--- src/rtl/wb_pkg.sv ---
`default_nettype none
// +----------------------------------------------------------------------+
// | Package     : wb_pkg                                                 |
// | Description : Shared types and default constants for the writeback  |
// |               stage / register file.                                 |
// | Revision    : 1.0 - initial release                                  |
// +----------------------------------------------------------------------+
package wb_pkg;

  localparam int NREGS_DEF  = 16;
  localparam int XLEN_DEF   = 64;
  localparam int SP_IDX_DEF = 4;
  localparam int IDXW_DEF   = $clog2(NREGS_DEF);

  // Stack-pointer adjust encoding; 2'b11 is reserved and behaves as none
  typedef enum logic [1:0] {
    SP_NONE = 2'b00,
    SP_INC  = 2'b01,
    SP_DEC  = 2'b10
  } sp_adj_e;

  typedef enum logic [0:0] {
    WB_RUN  = 1'b0,
    WB_HALT = 1'b1
  } wb_state_e;

  // One retiring EX/WB record at the default configuration widths
  typedef struct packed {
    logic                we0;
    logic [IDXW_DEF-1:0] dst0;
    logic [XLEN_DEF-1:0] data0;
    logic                we1;
    logic [IDXW_DEF-1:0] dst1;
    logic [XLEN_DEF-1:0] data1;
    logic [1:0]          sp_adj;
    logic                store;
    logic                sim_end;
  } wb_record_t;

  // True when the adjust code actually moves SP (reserved code does not)
  function automatic logic sp_adj_active(input logic [1:0] adj);
    return (adj == SP_INC) || (adj == SP_DEC);
  endfunction

endpackage
`default_nettype wire

--- src/rtl/wb_scoreboard.sv ---
`default_nettype none
// +----------------------------------------------------------------------+
// | Module      : wb_scoreboard                                          |
// | Description : Per-register busy flags. Issue sets, writeback clears, |
// |               and a set wins over a clear of the same bit.           |
// | Revision    : 1.0 - initial release                                  |
// +----------------------------------------------------------------------+
module wb_scoreboard
  import wb_pkg::*;
#(
  parameter int NREGS = NREGS_DEF
) (
  input  logic             clk,
  input  logic             reset,
  input  logic [NREGS-1:0] set_mask,
  input  logic [NREGS-1:0] clr_mask,
  output logic [NREGS-1:0] busy
);

  // Busy flags: clear first, then OR in the sets so a set always wins
  always_ff @(posedge clk) begin
    if (reset) begin
      busy <= '0;
    end else begin
      busy <= (busy & ~clr_mask) | set_mask;
    end
  end

endmodule
`default_nettype wire

--- src/rtl/wb_regfile_unit.sv ---
`default_nettype none
// +----------------------------------------------------------------------+
// | Module      : wb_regfile_unit                                        |
// | Description : Clocked writeback stage and architectural register     |
// |               file: two writes plus SP adjust per record, busy       |
// |               scoreboard, decode read ports, RUN/HALT control.       |
// |               Optional macro WB_BYPASS_EN forwards the current       |
// |               cycle's writes and clears to the read ports.           |
// | Revision    : 1.0 - initial release                                  |
// +----------------------------------------------------------------------+
module wb_regfile_unit
  import wb_pkg::*;
#(
  parameter int              NREGS    = NREGS_DEF,
  parameter int              XLEN     = XLEN_DEF,
  parameter int              NRD      = 3,
  parameter int              SP_IDX   = SP_IDX_DEF,
  parameter int              SP_STEP  = 8,
  parameter logic [XLEN-1:0] SP_RESET = '0,
  parameter int              IDXW     = $clog2(NREGS)
) (
  input  logic                  clk,
  input  logic                  reset,
  input  logic                  wb_valid,
  output logic                  wb_ready,
  input  logic                  wb_we0,
  input  logic [IDXW-1:0]       wb_dst0,
  input  logic [XLEN-1:0]       wb_data0,
  input  logic                  wb_we1,
  input  logic [IDXW-1:0]       wb_dst1,
  input  logic [XLEN-1:0]       wb_data1,
  input  logic [1:0]            wb_sp_adj,
  input  logic                  wb_store,
  input  logic                  wb_sim_end,
  input  logic                  iss_valid,
  input  logic [NREGS-1:0]      iss_mask,
  input  logic [NRD*IDXW-1:0]   rd_addr,
  output logic [NRD*XLEN-1:0]   rd_data,
  output logic [NRD-1:0]        rd_busy,
  output logic [NREGS-1:0]      busy,
  output logic                  store_commit,
  output logic                  sim_done,
  output logic [NREGS*XLEN-1:0] regs_flat
);

  localparam logic [XLEN-1:0] SP_STEP_X = XLEN'(SP_STEP);

  wb_state_e        state;
  wb_state_e        state_nxt;
  logic             accept;
  logic             sp_active;
  logic [XLEN-1:0]  regs     [NREGS];
  logic [XLEN-1:0]  regs_nxt [NREGS];
  logic [NREGS-1:0] set_mask;
  logic [NREGS-1:0] clr_mask;

  assign accept    = wb_valid & wb_ready;
  assign sp_active = sp_adj_active(wb_sp_adj);
  assign set_mask  = iss_valid ? iss_mask : '0;

  // FSM state register
  always_ff @(posedge clk) begin
    if (reset) begin
      state <= WB_RUN;
    end else begin
      state <= state_nxt;
    end
  end

  // FSM next state: a sim-end record halts the unit until reset
  always_comb begin
    state_nxt = state;
    if (state == WB_RUN && accept && wb_sim_end) begin
      state_nxt = WB_HALT;
    end
  end

  // FSM outputs: ready and done come from state only, never from wb_valid
  always_comb begin
    wb_ready = (state == WB_RUN);
    sim_done = (state == WB_HALT);
  end

  // Next register values and scoreboard clears; later assignments win,
  // giving dst1 over dst0 over SP adjust. SP adjust uses the pre-edge SP.
  always_comb begin
    clr_mask = '0;
    for (int i = 0; i < NREGS; i++) begin
      regs_nxt[i] = regs[i];
      if (accept && sp_active && i == SP_IDX) begin
        regs_nxt[i] = (wb_sp_adj == SP_INC) ? regs[i] + SP_STEP_X
                                            : regs[i] - SP_STEP_X;
        clr_mask[i] = 1'b1;
      end
      if (accept && wb_we0 && wb_dst0 == IDXW'(i)) begin
        regs_nxt[i] = wb_data0;
        clr_mask[i] = 1'b1;
      end
      if (accept && wb_we1 && wb_dst1 == IDXW'(i)) begin
        regs_nxt[i] = wb_data1;
        clr_mask[i] = 1'b1;
      end
    end
  end

  // Architectural register array
  always_ff @(posedge clk) begin
    for (int i = 0; i < NREGS; i++) begin
      if (reset) begin
        regs[i] <= (i == SP_IDX) ? SP_RESET : '0;
      end else begin
        regs[i] <= regs_nxt[i];
      end
    end
  end

  // Store commit pulse, one cycle after an accepted store record
  always_ff @(posedge clk) begin
    if (reset) begin
      store_commit <= 1'b0;
    end else begin
      store_commit <= accept & wb_store;
    end
  end

  wb_scoreboard #(
    .NREGS(NREGS)
  ) u_scoreboard (
    .clk     (clk),
    .reset   (reset),
    .set_mask(set_mask),
    .clr_mask(clr_mask),
    .busy    (busy)
  );

`ifdef WB_BYPASS_EN
  // Busy as it will be after this edge, so reads see same-cycle clears
  logic [NREGS-1:0] busy_fwd;
  assign busy_fwd = (busy & ~clr_mask) | set_mask;
`endif

  for (genvar k = 0; k < NRD; k++) begin : g_rd
    logic [IDXW-1:0] addr;
    assign addr = rd_addr[k*IDXW +: IDXW];
`ifdef WB_BYPASS_EN
    assign rd_data[k*XLEN +: XLEN] = regs_nxt[addr];
    assign rd_busy[k]              = busy_fwd[addr];
`else
    assign rd_data[k*XLEN +: XLEN] = regs[addr];
    assign rd_busy[k]              = busy[addr];
`endif
  end

  for (genvar i = 0; i < NREGS; i++) begin : g_flat
    assign regs_flat[i*XLEN +: XLEN] = regs[i];
  end

endmodule
`default_nettype wire

--- config.mk ---
export PLATFORM = sky130hd
export DESIGN_NAME = wb_regfile_unit
export DESIGN_NICKNAME = d
export VERILOG_FILES = /design/src/rtl/wb_pkg.sv /design/src/rtl/wb_scoreboard.sv /design/src/rtl/wb_regfile_unit.sv
export SDC_FILE = /design/constraint.sdc
export NUM_CORES = 2
export LEC_CHECK = 0
export CAP_MARGIN = 30
export CORE_AREA = 10 10 549 551
export CTS_CLUSTER_DIAMETER = 30
export DETAILED_ROUTE_END_ITERATION = 8
export DIE_AREA = 0 0 559 561
export SLEW_MARGIN = 20
export SYNTH_ARGS = -nofsm -noshare
export SYNTH_HDL_FRONTEND = slang
export SYNTH_SLANG_ARGS = --single-unit
--- constraint.sdc ---
create_clock -name clk -period 5.7 [get_ports clk]
set_clock_uncertainty 0.1 [all_clocks]
set_input_delay 0.57 -clock clk [delete_from_list [all_inputs] [get_ports clk]]
set_output_delay 0.57 -clock clk [all_outputs]
set_load 0.02 [all_outputs]
==> run summary <==
The min-delay analysis places its worst path in the category input pin to flop. The flow ran to the end, and the final reports show no timing, DRC or antenna violations. The clock net in this run drives a total of 1042 sinks. The top cell types in the final layout, fill and taps aside, are 1395 x sky130_fd_sc_hd__clkdlybuf4s50_1, 1066 x sky130_fd_sc_hd__nor2_1, 1042 x sky130_fd_sc_hd__dfxtp_1, 975 x sky130_fd_sc_hd__mux4_2, 973 x sky130_fd_sc_hd__a211oi_1. The headroom to the max-slew limit was 0.2387; the floorplan die width was 559 µm. The worst hold path begins at reset. Global router's overall resource usage: 0.2689.

The clock-pin slew of the registers on the worst-case setup and hold paths works out to 40 ps. The logs give 9383 for the initial detailed-routing violation count and 5100 ps for the arrival time of the worst setup path. The power density normalized to cell area was 296.4 nW/µm²; the maximum number of pins on one net before global-route repair was 184. The worst setup path is of the input pin to flop kind.

Buffers inserted during clock tree synthesis total 304. The detail-routed net length per standard cell works out to 37.41 µm. Initial standard-cell utilization of the core: 0.2491. The run gives 8011 as the final layout net count. The via count of the first global-routing pass is 71.39k. The startpoint of the lowest-slack register-to-register path is regs[4][4]. In this run, post-CTS repair resized a total of 0 instances.

The logs give 0 for the total setup violations reported at the end of the flow and 0 for the post-cts hold buffer count. The worst register-to-register path has a setup slack of 1510 ps. The area fraction of the dominant cell type after synthesis is 0.3038. Ranked by total cell area, the synthesized netlist is headed by sky130_fd_sc_hd__mux4_2 30%, sky130_fd_sc_hd__dfxtp_1 29%, sky130_fd_sc_hd__mux2i_1 13%, sky130_fd_sc_hd__a211oi_1 10%, sky130_fd_sc_hd__nor2_1 5.6%. Once placement finished, the instance area stood at 91240 µm². The tools report the total count of max-transition violations in the final report as 0.

In this run the standard cell core region covers 290100 µm². The post-detailed-placement half-perimeter wirelength came out at 322.9 mm. The tools report the static leakage power as 37.57 nW.

For hold timing, the worst endpoint is regs[0][6]. The number of hold-slack violations in the final timing report is 0. The clock passes through at most 4 buffers.

The layout cell share with drive strength beyond 1 works out to 0.2311. CTS placed an instance of sky130_fd_sc_hd__clkbuf_16 at the clock tree root. The multi-input combinational cell area was 48290 µm²; the worst hold path cell count was 2. Based on the critical path, the design can be clocked at up to 0.2260 GHz. Setup repair after global routing left no endpoint under its margin. After detailed routing, the number of vias per cell comes to 6.034.

The floorplan step defined a die boundary enclosing 313600 µm². The average size of a mapped cell works out to 10.83 µm². When the netlist entered floorplanning its net count stood at 6916. The dominant register cell in the synthesized netlist was sky130_fd_sc_hd__dfxtp_1.

The first global-routing pass estimated 611.0 mm of wire. During I/O placement, the number of pins put on the boundary was 1412. Summing over every cut layer, the via total after detailed routing is 72.14k. The final-layout setup total negative slack is 0 ps, and the count of unique library cells instantiated by Yosys is 81. The later pin in the worst-skew pair is clocked with a latency of 890 ps. The number of flip-flops and latches in the synthesized netlist came out at 1042. The worst register-to-register path ends at regs[4][60].

The fraction of registers with async set or reset after synthesis is 0. TritonCTS built the clock tree. The number of fill cells came out at 28.29k.

Summed over all instances, the cell type with the most area after synthesis is sky130_fd_sc_hd__mux4_2. The initial antenna violation count was 60; the remaining number of nets flagged by the antenna check after routing was 0. The run gives 102000 µm² as the post-route cell area. Before antenna repair, the detailed router went through 6 iterations. Count of buffers from port buffering: 1411. The worst setup path is launched from an input pin.

The run gives 0.2886 as the part of the Yosys area used for sequential elements. The smallest clock period supported by the final layout is computed as 4424 ps. Along the worst path, the maximum fanout reaches 23.

The number of levels the H-tree was split into was 5; the overall die height was 561 µm. The mapped netlist covers 72270 µm². The library cell used most frequently in the layout, excluding fill and tap cells, is sky130_fd_sc_hd__clkdlybuf4s50_1.

The Yosys step of the flow raised 0 warnings. Once the clock tree was built, the setup fixing pass inserted 0 buffers. The logs give 0 for the number of max-cap violations and 0.2363 mV for the largest voltage drop on the vdd net.

At the pin with the least slew margin, the transition time is 1142 ps. Measured in cells, the most critical reg-to-reg path has a length of 12. Data on the critical path is required at its endpoint by 6370 ps. The portion of the clock cycle consumed by the worst path in the final layout was 0.7762; the area taken by flip-flops and latches was 20860 µm².

The worst setup path is captured at a flop. In this run, synthesis inferred 0 flip-flops with an integrated enable. Post-layout utilization of the core: 0.3516. The total wire length after detailed routing is 447.3 mm.

Number of instances in the synthesized netlist: 6675. Relative to the synthesized area, the layout overhead comes to 41.13%. At the end of routability-driven placement, the weighted congestion stood at 0.9093. After global routing the overflow that remains totals 0. Row generation in the floorplan step produced 198 rows. In the routed design, unresolved DRC markers number 0.
-- stage by stage --
step | worst slack, ps | cells | hold WS (ps) | total power, mW
2_1_floorplan | 813.6 | 6675 | 461.5 | 10.61
3_3_place_gp | 383.2 | 11341 | 475.3 | 12.68
3_5_place_dp | 360.2 | 11361 | 479.7 | 12.73
4_1_cts | 1340 | 11916 | 32.76 | 30.36
5_1_grt | 1107 | 11942 | 92.12 | 31.06
6_report | 1276 | 11955 | 88.93 | 30.23
-- area by class of cell --
cell class,count,share of cell area
clock inverter,151,0.01954
antenna,36,0.0008833
sequential,1042,0.2045
clock buffer,404,0.08467
tap,3900,0.04784
inverter,16,0.0006134
timing repair buffer,1680,0.1685
multi-input combinational,4726,0.4734
-- flip-flops by register name, summed over array words and instances, names as in the netlist --
name / flops
store_commit: 1
u_scoreboard.busy: 16
regs: 1024
sim_done: 1
-- kinds of logic after synthesis --
group,count (synthesis),synth area share
DFF,1042,0.2886
xor gates and xnor gates,58,0.007029
AOI/OAI and AO/OA,1340,0.1364
adders and majority gates,67,0.01170
muxes,1937,0.4372
buffers and inverters,907,0.04763
and+or+nand+nor,1324,0.07147
-- synthesized netlist by cell type (4+ instances only) --
cell type                  count
sky130_fd_sc_hd__a211oi_1    973
sky130_fd_sc_hd__a21o_1       41
sky130_fd_sc_hd__a21oi_1     110
sky130_fd_sc_hd__a21oi_2       4
sky130_fd_sc_hd__a22o_1        4
sky130_fd_sc_hd__a311oi_1      6
sky130_fd_sc_hd__a31oi_1      12
sky130_fd_sc_hd__a32oi_1       9
sky130_fd_sc_hd__and2_1        5
sky130_fd_sc_hd__and3_1        6
sky130_fd_sc_hd__buf_1       230
sky130_fd_sc_hd__buf_2        24
sky130_fd_sc_hd__clkbuf_1    636
sky130_fd_sc_hd__dfxtp_1    1042
sky130_fd_sc_hd__ha_1         66
sky130_fd_sc_hd__inv_1        16
sky130_fd_sc_hd__mux2i_1     960
sky130_fd_sc_hd__mux4_2      975
sky130_fd_sc_hd__nand2_1     148
sky130_fd_sc_hd__nand2b_1      4
sky130_fd_sc_hd__nand3_1      27
sky130_fd_sc_hd__nand4_1      14
sky130_fd_sc_hd__nor2_1     1077
sky130_fd_sc_hd__nor2b_1       8
sky130_fd_sc_hd__nor3_1       21
sky130_fd_sc_hd__o211ai_1     44
sky130_fd_sc_hd__o21ai_0      51
sky130_fd_sc_hd__o21ai_1       5
sky130_fd_sc_hd__o21bai_1      8
sky130_fd_sc_hd__o221ai_1     10
sky130_fd_sc_hd__o22ai_1       9
sky130_fd_sc_hd__o31ai_1       7
sky130_fd_sc_hd__or2_2         4
sky130_fd_sc_hd__xnor2_1      39
sky130_fd_sc_hd__xor2_1       19
-- critical path, stage by stage --
cell and delay [ps]:
sky130_fd_sc_hd__clkdlybuf4s50_1 470, sky130_fd_sc_hd__ha_1 430, sky130_fd_sc_hd__inv_4 230, sky130_fd_sc_hd__buf_4 260
sky130_fd_sc_hd__ha_1 390, sky130_fd_sc_hd__nand4_1 120, sky130_fd_sc_hd__nor2_1 320, sky130_fd_sc_hd__nand4_1 170
sky130_fd_sc_hd__a211o_1 400, sky130_fd_sc_hd__nand4_1 210, sky130_fd_sc_hd__a31oi_1 110, sky130_fd_sc_hd__buf_4 190
sky130_fd_sc_hd__o31ai_1 600, sky130_fd_sc_hd__a311oi_1 220, sky130_fd_sc_hd__xnor2_1 170, sky130_fd_sc_hd__nor2_1 120
sky130_fd_sc_hd__o21ai_1 70
-- per-layer routing --
metal | vias up | routed length [µm] | global-route usage | share of wire
li1 | 28471 | - | - | -
met1 | 36767 | 164700 | 0.3223 | 0.37
met2 | 5632 | 201800 | 0.4247 | 0.45
met3 | 1258 | 52330 | 0.09172 | 0.12
met4 | 12 | 28350 | 0.1448 | 0.063
met5 | - | 78 | 0 | 0.00017
-- worst max path at each step --
stage | cells after the start | endpoint | startpoint
6_report | 17 | regs[4][58] | wb_sp_adj[0]
5_1_grt | 17 | regs[4][58] | wb_sp_adj[0]
4_1_cts | 16 | regs[4][60] | wb_sp_adj[0]
3_5_place_dp | 17 | regs[4][58] | wb_sp_adj[0]
3_3_place_gp | 18 | regs[4][62] | wb_sp_adj[1]
2_1_floorplan | 16 | regs[4][60] | wb_sp_adj[1]
-- where the power goes --
| part | internal [mW] | switching [mW] | total [mW] |
|---|---|---|---|
| combinational | 1.92 | 2.73 | 4.64 |
| clock | 12.0 | 5.62 | 17.6 |
| sequential | 7.51 | 0.500 | 8.01 |
| total | 21.4 | 8.85 | 30.2 |
(Power assumes the default switching activity.)
